==> src/rtl/jtbubl_pal_dma.sv <==
// Palette upload engine: copies LEN source bytes into the palette RAM write port,
// optionally only during vertical blank, with req/ack bus ownership.
module jtbubl_pal_dma #(
   parameter int AW      = 16,
   parameter int LEN     = 512,
   parameter int WAIT_VB = 1
) (
   input  logic          clk,
   input  logic          rst_n,
   input  logic          LVBL,
   input  logic          start,
   input  logic [AW-1:0] src_base,
   output logic          busy,
   output logic          done,
   output logic          bus_req,
   input  logic          bus_ack,
   output logic [AW-1:0] src_addr,
   output logic          src_rd,
   input  logic          src_ok,
   input  logic [7:0]    src_data,
   output logic          pal_cs,
   output logic          pal_rnw,
   output logic [8:0]    pal_addr,
   output logic [7:0]    pal_dout
);

   localparam logic [2:0] IDLE       = 3'd0;
   localparam logic [2:0] WAIT_BLANK = 3'd1;
   localparam logic [2:0] REQ        = 3'd2;
   localparam logic [2:0] READ       = 3'd3;
   localparam logic [2:0] WRITE      = 3'd4;
   localparam logic [2:0] DONE       = 3'd5;

   localparam logic [2:0] FIRST_ST = (WAIT_VB != 0) ? WAIT_BLANK : REQ;
   localparam logic [9:0] LAST     = 10'(LEN - 1);

   logic [2:0]    state, state_nx;
   logic [9:0]    cnt, cnt_nx;
   logic [AW-1:0] base, base_nx;
   logic          pending, pending_nx;

   always_comb begin
      state_nx   = state;
      cnt_nx     = cnt;
      base_nx    = base;
      pending_nx = pending;
      case (state)
         IDLE: begin
            if (start) begin
               state_nx = FIRST_ST;
               base_nx  = src_base;
               cnt_nx   = '0;
            end
         end
         WAIT_BLANK: if (!LVBL) state_nx = REQ;
         REQ:        if (bus_ack) state_nx = READ;
         READ:       if (src_ok) state_nx = WRITE;
         WRITE: begin
            cnt_nx = cnt + 10'd1;
            if (cnt == LAST)
               state_nx = DONE;
            else if (WAIT_VB != 0 && LVBL)
               state_nx = WAIT_BLANK;
            else
               state_nx = READ;
         end
         DONE: begin
            // a start arriving in this very cycle is treated like a pending one
            if (pending || start) begin
               state_nx   = FIRST_ST;
               base_nx    = src_base;
               cnt_nx     = '0;
               pending_nx = 1'b0;
            end else begin
               state_nx = IDLE;
            end
         end
         default: state_nx = IDLE;
      endcase
      if (start && state != IDLE && state != DONE)
         pending_nx = 1'b1;
   end

   always_ff @(posedge clk or negedge rst_n) begin
      if (!rst_n) begin
         state    <= IDLE;
         cnt      <= '0;
         base     <= '0;
         pending  <= 1'b0;
         busy     <= 1'b0;
         done     <= 1'b0;
         bus_req  <= 1'b0;
         src_rd   <= 1'b0;
         src_addr <= '0;
         pal_cs   <= 1'b0;
         pal_rnw  <= 1'b1;
         pal_addr <= '0;
         pal_dout <= '0;
      end else begin
         state   <= state_nx;
         cnt     <= cnt_nx;
         base    <= base_nx;
         pending <= pending_nx;
         // outputs are registered copies of what the next state implies
         busy    <= state_nx != IDLE;
         done    <= state_nx == DONE;
         bus_req <= state_nx == REQ || state_nx == READ || state_nx == WRITE;
         src_rd  <= state_nx == READ;
         pal_cs  <= state_nx == WRITE;
         pal_rnw <= state_nx != WRITE;
         if (state_nx == READ)
            src_addr <= base_nx + AW'(cnt_nx);
         if (state == READ && src_ok) begin
            pal_addr <= cnt[8:0];
            pal_dout <= src_data;
         end
      end
   end

endmodule

==> config.mk <==
export PLATFORM = sky130hd
export DESIGN_NAME = jtbubl_pal_dma
export DESIGN_NICKNAME = d
export VERILOG_FILES = /design/src/rtl/jtbubl_pal_dma.sv
export SDC_FILE = /design/constraint.sdc
export NUM_CORES = 1
export LEC_CHECK = 0
export ABC_AREA = 1
export CAP_MARGIN = 20
export CORE_ASPECT_RATIO = 1.25
export CORE_UTILIZATION = 55
export DETAILED_ROUTE_END_ITERATION = 8
export PLACE_DENSITY = 0.84
export SETUP_SLACK_MARGIN = 0.3
export SLEW_MARGIN = 5
export SYNTH_ARGS = -nofsm -noshare
export SYNTH_HDL_FRONTEND = slang
export SYNTH_SLANG_ARGS = --single-unit
==> constraint.sdc <==
create_clock -name clk -period 4.6 [get_ports clk]
set_input_delay 0.46 -clock clk [delete_from_list [all_inputs] [get_ports clk]]
set_output_delay 0.46 -clock clk [all_outputs]
set_load 0.02 [all_outputs]
======== Yosys cells after proc, flatten, opt, wreduce, memory -nomap -nowiden ========
Index checks and enable logic that the tools add are counted.
cells by class
  $add $sub $neg .......................... 2
  div/mod/pow operators ................... 0
  multiply operators ...................... 0
  magnitude comparators ................... 0
  reductions and logical operators ........ 12
  eq/ne operators ......................... 12
  multiplexer cells ....................... 17
  bitwise operators ....................... 0
  shifts and indexed selects .............. 0
operators with widths
  cell                                                  count
  2-to-1 mux 16 bit                                     2
  case mux 16 bit (2 select lines)                      1
  case mux 10 bit (3 select lines)                      1
  2-to-1 mux 10 bit                                     2
  case mux 3 bit (6 select lines)                       1
  adder 16 x 10 -> 16 bit                               1
  2-to-1 mux 3 bit                                      5
  equality test 3 x 2 -> 1 bit, second input constant   4
  equality test 3 bit, second input constant            4
  adder 10 x 1 -> 10 bit, second input constant         1
  equality test 10 x 9 -> 1 bit, second input constant  1
  inequality test 3 bit, second input constant          2
  nonzero test 3 bit                                    2
  2-to-1 mux 1 bit                                      4
  nonzero test 2 bit                                    2
  equality test 3 x 1 -> 1 bit, second input constant   1
  logical AND 1 bit                                     3
  zero test 3 bit                                       1
  logical OR 1 bit                                      3
  2-to-1 mux 2 bit                                      1
  AND reduction 2 bit                                   1
word-level totals
  memory bits (read-only) ................. 0
  latch bits .............................. 0
  register bits after elaboration ......... 69
  RAM bits ................................ 0
  bits of input ports ..................... 30
  output and inout port bits .............. 39
  memories ................................ 0
  word-level logic and storage cells ...... 56

======== Logic depth before layout (Yosys ltp) ========
Gate-level depths: netlist (run 1).
  depth in word-level cells ............... 6
  depth in mapped cells ................... 22
  gate-level depth less buffers ........... 22

======== Worst setup path before layout (run 1) ========
No wires, ideal clock.
  path kind ............................... register to register
  start ................................... reg state[1]
  end ..................................... reg src_addr[8]
  cell stages (with the launch flop) ...... 19
  path buffers ............................ 1
  slack ................................... 1935 ps
  arrival ................................. 2543 ps
  setup time .............................. 122 ps
  data required time ...................... 4478 ps
  clock period less this slack ............ 2665 ps
  cells stage by stage .................... dfrtp_1 > nor2_4 > nand2_2 > nand2_1 > clkbuf_1 > nand3_1 > nand2_1 > ha_1 > inv_1 > fa_1 > inv_1 > nand3_1 > nand3_1 > nand2_1 > nand2_1 > nand2_1 > nand3_1 > xnor2_1 > o21ai_1
between the ends
  cells in the longest elaborated chain, start to end .. 3
ends and longest elaborated chain
  item                                                    RTL line  RTL
  start: declaration                                      37        logic [2:0] state, state_nx;
  start signal: assignment                                100       state <= state_nx;
  equality test 3 bit or zero test 3 bit (tied branches)  47        case (state)
  case mux 16 bit (2 select lines) (*)                    47
  via base_nx[0]                                          39        logic [AW-1:0] base, base_nx;
  adder 16 x 10 -> 16 bit (*)                             112       src_addr <= base_nx + AW'(cnt_nx);
  end signal: assignment                                  112
  end: declaration                                        17        output logic [AW-1:0] src_addr,
Mark *: on every way through the listed nets, which the timed path passes. The rest lies on a longest branch.
A chain may end at the register's enable or synchronous reset.

======== Worst setup path after layout (run 1) ========
  start ................................... reg state[2]
  end ..................................... reg src_addr[8]
between the ends
  cells in the longest elaborated chain, start to end .. 3
ends and longest elaborated chain
  item                                                    RTL line  RTL
  equality test 3 bit or zero test 3 bit (tied branches)  47
  case mux 10 bit (3 select lines) (*)                    47
  via cnt_nx[0]                                           38        logic [9:0] cnt, cnt_nx;
  adder 16 x 10 -> 16 bit (*)                             112
Marked as above.

==> flow_summary.yaml, run 1 <==
power_and_ir_drop:
  vdd_drop_max_mv: 0.3701
  p_leak_nw: 2.212
  power_density_nw_per_um2: 554.7
sta:
  skew_ps: 8.371
  finalCriticalPeriod_ps: 3374
  min_period_over_period_pct: 73.35
  setup_viol_count_final: 0
  fmax_mhz: 296.4
  worstMarginPinSlew_ps: 558.8
  fin_setup_tns_ps: 0
  rsz0062_at_grt: "no"
  maxSlewHeadroom_pct: 62.75
  slew_viol_final: 0
  hold_viol_final: 0
die:
  start_util_pct: 57.69
  core_area_um2: 6246
  dieWidth_um: 74.40
  fp.dieH_um: 92.50
  die-area_um2: 6881
  rows: 32
  boundaryPins: 69
setup_path:
  setup.worst_path.end_class: "flip-flop"
  r2r_slack_ps: 1230
  max_stage_delay_ps: 570
  slowest_stage: "dfrtp_1"
  worstPathArrival_ps: 3610
  cp_data_required_time_ps: 4830
  crit_buf_inv: 2
  crit_fanout: 10
  crit_chain: "nand3_2 > o22ai_1 > a31oi_2 > o21ai_0 > ha_1 > inv_1 > fa_1 > inv_1 > nand3_1 > nand3_1 > nand2_1 > nand2_1 > nand2_1 > nand3_1 > xnor2_1 > o21ai_1"
  worstSetupPathType: "flip-flop to flip-flop"
  cpLargestDelayFamily: "compound AO/OA/AOI/OAI gates"
  startpoint_type: "flip-flop"
global_route:
  grt_pass1_wl_mm: 13.30
  grt_max_degree: 46
  grt_use_total_pct: 25.63
  grt_pass1_vias: 3039
  grt_overflow: 0
  grt_antenna_before_repair: 0
detailed_routing:
  vias_per_cell: 5.193
  dr.pass1.iters: 4
  totalWireLength_mm: 7.828
  wl_per_cell_um: 13.38
  dr.first_iter.drc_count: 204
  drc: 0
  postRouteAntennaNets: 0
  num_vias: 3038
clock_network:
  cts_root_buf: "clkbuf_8"
  clkTransAtPathRegs_ps: 70
  post_cts_resized: 0
  htreeDepth: 3
  cts_tree: "built"
  postCtsHoldBufs: 0
  cts_setup_buffers: 0
  cts_inserted_buffers: 9
  cts_buffer_depth: 2
  worst_skew_pair.late_latency_ps: 360
  clock_sinks: 69
synthesis:
  postSynthCellCount: 425
  ys_async_sr_fraction_pct: 100.0
  synth.distinct_cells: 38
  synth_seq_cells: 69
  synth_flop_cell: "dfrtp_1"
  ys_warn_count: 0
  seq_area_frac_synth_pct: 47.95
  avgSynthCellArea_um2: 8.479
  synth_area_um2: 3603
  synth_edf_count: 0
  synth_nets: 467
hold_path:
  hold_class: "input pin to asynchronous set/reset pin"
final_layout:
  syn_to_final_growth_pct: 25.80
  nets: 537
  drive_above_1_share_pct: 11.60
  stdcell_count: 585
  insertedDiodeCount: 0
  n_fill_cell: 465
placed_design:
  gp_congestion: 0.8559
  post-place-cells: 569
  place_hpwl_mm: 5.670
  port-buffer-count: 68
run:
  drv_cap: 0
run_status:
  status: "complete, no violations"
-- registers in the layout, summed over array words and instances (netlist names) --
signal / cells
done: 1
pal_dout: 8
pal_addr: 9
state: 3
bus_req: 1
src_addr: 16
src_rd: 1
cnt: 10
pal_cs: 1
pending: 1
pal_rnw: 1
base: 16
busy: 1
-- cell type report --
type / instances / area, µm² / share of cell area (%)
clock inverters: 3 / 42.54 / 0.9384
well taps: 85 / 106.4 / 2.346
multi-input cells: 299 / 1628 / 35.91
clock buffers: 13 / 168.9 / 3.726
inverters: 47 / 176.4 / 3.892
repair buffers: 69 / 683.2 / 15.07
flip-flops and latches: 69 / 1728 / 38.12
-- worst paths after layout --
check,startpoint,endpoint,depth (start not counted)
max,state[2],src_addr[8],16
min in group clk,pal_dout[1],pal_dout[1],2
max reg2reg,state[2],src_addr[8],16
max in group asynchronous,rst_n,src_addr[9],2
min,rst_n,pal_addr[2],1
min reg2reg,pal_dout[1],pal_dout[1],2
-- synthesized netlist by cell type, types with 7 or more instances --
cell | n | area (µm²)
nand2_2 | 9 | 56.30
nand3_1 | 52 | 260.3
o21ai_0 | 22 | 110.1
xnor2_1 | 7 | 61.31
inv_1 | 42 | 157.7
nand2_1 | 124 | 465.5
dfrtp_1 | 68 | 1702
o21ai_2 | 8 | 70.07
ha_1 | 11 | 137.6
nor2_1 | 16 | 60.06
a21oi_1 | 7 | 35.03
-- placed cells by master, fill, tap and decap left out, drive strengths merged --
cell type | netlist | final
dfstp | 1 | 1
clkbuf | 2 | 13
ha | 11 | 11
or3 | 1 | 1
a31oi | 2 | 2
inv | 47 | 47
nand4 | 3 | 3
bufinv | 0 | 1
clkdlybuf4s50 | 0 | 67
o32ai | 1 | 1
nand2 | 138 | 138
o21ai | 33 | 33
nor2 | 20 | 20
buf | 8 | 2
o21bai | 2 | 2
clkinv | 0 | 1
a21o | 1 | 1
nand3 | 59 | 59
or2 | 1 | 1
dfrtp | 68 | 68
xor2 | 1 | 1
a21oi | 7 | 7
fa | 1 | 1
a21boi | 4 | 4
o22ai | 3 | 3
nor3 | 3 | 3
clkinvlp | 0 | 1
nor4 | 1 | 1
xnor2 | 7 | 7
-- kinds of logic (layout without fill, tap and decap cells) --
logic type      Yosys count  in the layout  share of synthesized area, %
compound gates           53             53                         9.132
xor+xnor                  8              8                         1.945
fa+ha+maj                12             12                         4.375
buf+inv                  57            132                         6.875
simple gates            226            226                         29.72
flops                    69             69                         47.95
-- routing by layer --
layer,up-vias,wire length (µm),track usage [%]
li1,1520,-,-
met1,1415,3300,30.57
met2,87,3924,42.64
met3,16,400,4.570
met4,0,204,14.47
met5,-,0,0
-- power by group --
part	switching [W]	internal, W
combinational	0.000689	0.000429
sequential	0.0000930	0.000783
clock	0.000227	0.000294
-- through the flow --
| step | setup slack, ps | total power (W) | hold WS, ps | util (%) | cell area [µm²] |
|---|---|---|---|---|---|
| after CTS | 1267 | 0.002534 | 82.56 | 72.58 | 4533 |
| after global placement | 1138 | 0.001979 | 454.0 | 69.19 | 4322 |
| final | 1226 | 0.002514 | 68.61 | 72.58 | 4533 |
| after floorplan | 1935 | 0.001626 | 164.4 | - | 3603 |
| after detailed placement | 1001 | 0.002002 | 459.0 | 69.19 | 4322 |
| after global routing | 943.3 | 0.002687 | 121.1 | 72.58 | 4533 |
Note: power is estimated with default switching activity, not from simulation.
==> inputs of run 2 (changes only) <==
Settings changed: CORE_UTILIZATION 55 to 52, PLACE_DENSITY 0.84 to 0.8.
Clock period 4.6 ns to 3.3 ns, I/O delays scaled along.
==> flow_summary.yaml, run 2 (synthesis results as in run 1) <==
power_and_ir_drop:
  p_switching_w: 0.001442
  pwr-share-clk_pct: 16.7
  p_leak_nw: 2.301
  comb_power_share_pct: 48.2
  vdd_drop_max_mv: 0.4595
  power_density_nw_per_um2: 744.9
  p_seq_share_pct: 35.2
  p_int_w: 0.002045
  switching_share_pct: 41.35
die:
  die-area_um2: 7269
  start_util_pct: 54.21
  dieWidth_um: 76.46
  rows: 33
  core_area_um2: 6648
  fp.dieH_um: 95.07
  boundaryPins: 69
placed_design:
  gp_congestion: 0.8171
  port-buffer-count: 68
  place_hpwl_mm: 5.598
  pre_cts_slack_ps: 144.0
detailed_routing:
  vias_per_cell: 5.095
  postRouteAntennaNets: 0
  totalWireLength_mm: 7.852
  dr.pass1.iters: 4
  dr.first_iter.drc_count: 187
  drc: 0
  num_vias: 3072
  wl_per_cell_um: 13.02
final_layout:
  insertedDiodeCount: 0
  reg_top3: "base x16, src_addr x16, cnt x10"
  n_fill_cell: 533
  layout_common_cells: "123 x nand2_1, 67 x clkdlybuf4s50_1, 65 x dfrtp_1"
  drive_above_1_share_pct: 17.05
  layout_commonest_cell: "nand2_1"
  syn_to_final_growth_pct: 29.90
  nets: 553
run:
  drv_cap: 0
clock_network:
  cts_tree: "built"
  cts_inserted_buffers: 9
  clock_sinks: 69
  worst_skew_pair.late_latency_ps: 340
  cts_root_buf: "clkbuf_8"
  cts_buffer_depth: 2
  clkTransAtPathRegs_ps: 70
  htreeDepth: 3
global_route:
  grt_max_degree: 49
  grt_use_total_pct: 23.17
  grt_overflow: 0
  grt_antenna_before_repair: 0
  grt_pass1_wl_mm: 13.05
  grt_pass1_vias: 2843
sta:
  finalCriticalPeriod_ps: 2891
  maxSlewHeadroom_pct: 60.94
  worstMarginPinSlew_ps: 585.9
  fmax_mhz: 345.9
  hold_viol_final: 0
  worst_slack_ps: 408.8
  skew_ps: 6.857
  rsz0062_at_grt: "yes"
  min_period_over_period_pct: 87.61
  setup_viol_count_final: 0
  slew_viol_final: 0
  fin_setup_tns_ps: 0
setup_path:
  startpoint_type: "flip-flop"
  r2r_slack_ps: 410
  crit_fanout: 10
  worstPathArrival_ps: 3130
  worstSetupPathType: "flip-flop to flip-flop"
  setup.worst_path.end_class: "flip-flop"
  cp_data_required_time_ps: 3540
hold_path:
  hold_class: "flip-flop to flip-flop"
run_status:
  status: "complete, no violations"
run 2: changes by cell type in the layout (fill, tap and decap cells not counted), moves of 3 or more:
cell | before | now
buf_4 | 1 | 16
clkbuf_8 | 12 | 9
clkinv_2 | 1 | 4
dfrtp_1 | 68 | 65
dfrtp_2 | 0 | 3
nor2_1 | 16 | 12
nor2_2 | 2 | 6
o21ai_0 | 22 | 18
o21ai_1 | 3 | 6
run 2: layout make-up:
type / instances / area (µm²) / area share [%]
Timing Repair Buffer: 85 / 805.8 / 17.21
Sequential cell: 69 / 1732 / 37.00
Clock inverter: 5 / 27.53 / 0.5881
Clock buffer: 11 / 131.4 / 2.807
Multi-Input combinational cell: 299 / 1699 / 36.30
Inverter: 47 / 176.4 / 3.769
Tap cell: 87 / 108.9 / 2.326
run 2: power groups by stage:
stage               Combinational (W)  Clock, W  Sequential (W)
floorplan                    0.000843         0         0.00142
global placement              0.00156         0         0.00123
detailed placement            0.00158         0         0.00123
CTS                           0.00160  0.000594         0.00122
global route                  0.00184  0.000628         0.00125
finish                        0.00168  0.000581         0.00123
run 2: path summary, 6_finish.rpt:
path / end / cells after the start / start
min: pal_dout[2] / 2 / pal_dout[2]
max in group asynchronous: state[1] / 3 / rst_n
min in group asynchronous: pal_addr[2] / 2 / rst_n
max: src_addr[14] / 18 / state[1]
max reg2reg: src_addr[14] / 18 / state[1]
min reg2reg: pal_dout[2] / 2 / pal_dout[2]
run 2: layer usage:
layer,track usage [%],part of all wire [%],up-vias,wire length [µm]
met5,0,0,-,0
met3,4.593,4.3,18,338
met2,39.19,49,78,3812
li1,-,-,1552,-
met4,9.135,2.0,0,159
met1,29.53,45,1424,3542
run 2: timing repair:
item | CTS | global route
setup endpoints to repair | 2 | 11
hold endpoints to repair | 21 | 0
gates resized for setup | 2 | 21
buffers inserted | 0 | 9
hold buffers | 1 | 0
pin swaps | 1 | 6
run 2: stage by stage:
stage / util (%) / std cells / area (µm²) / power [W] / hold WS (ps)
2_1_floorplan: - / 425 / 3603 / 0.002267 / 34.41
3_3_place_gp: 65.73 / 577 / 4369 / 0.002786 / 324.2
3_5_place_dp: 65.73 / 577 / 4369 / 0.002820 / 329.1
4_1_cts: 68.29 / 594 / 4539 / 0.003415 / 474.5
5_1_grt: 70.41 / 603 / 4681 / 0.003728 / 511.5
6_report: 70.41 / 603 / 4681 / 0.003487 / 468.3
run 2: worst max-delay path, stage by stage, from the launching register on:
cell and delay (ps):
dfrtp_2 460, nor2_4 200, buf_4 150, nand2_4 90
a31oi_2 200, buf_4 200, o21ai_0 140, ha_1 390
nand2_1 120, nor2_2 140, inv_1 50, nor2_1 100
nand2_1 80, nand3_2 90, nand3_2 100, nor2_1 100
nand2_1 50, nand3_1 70, nand2_1 50
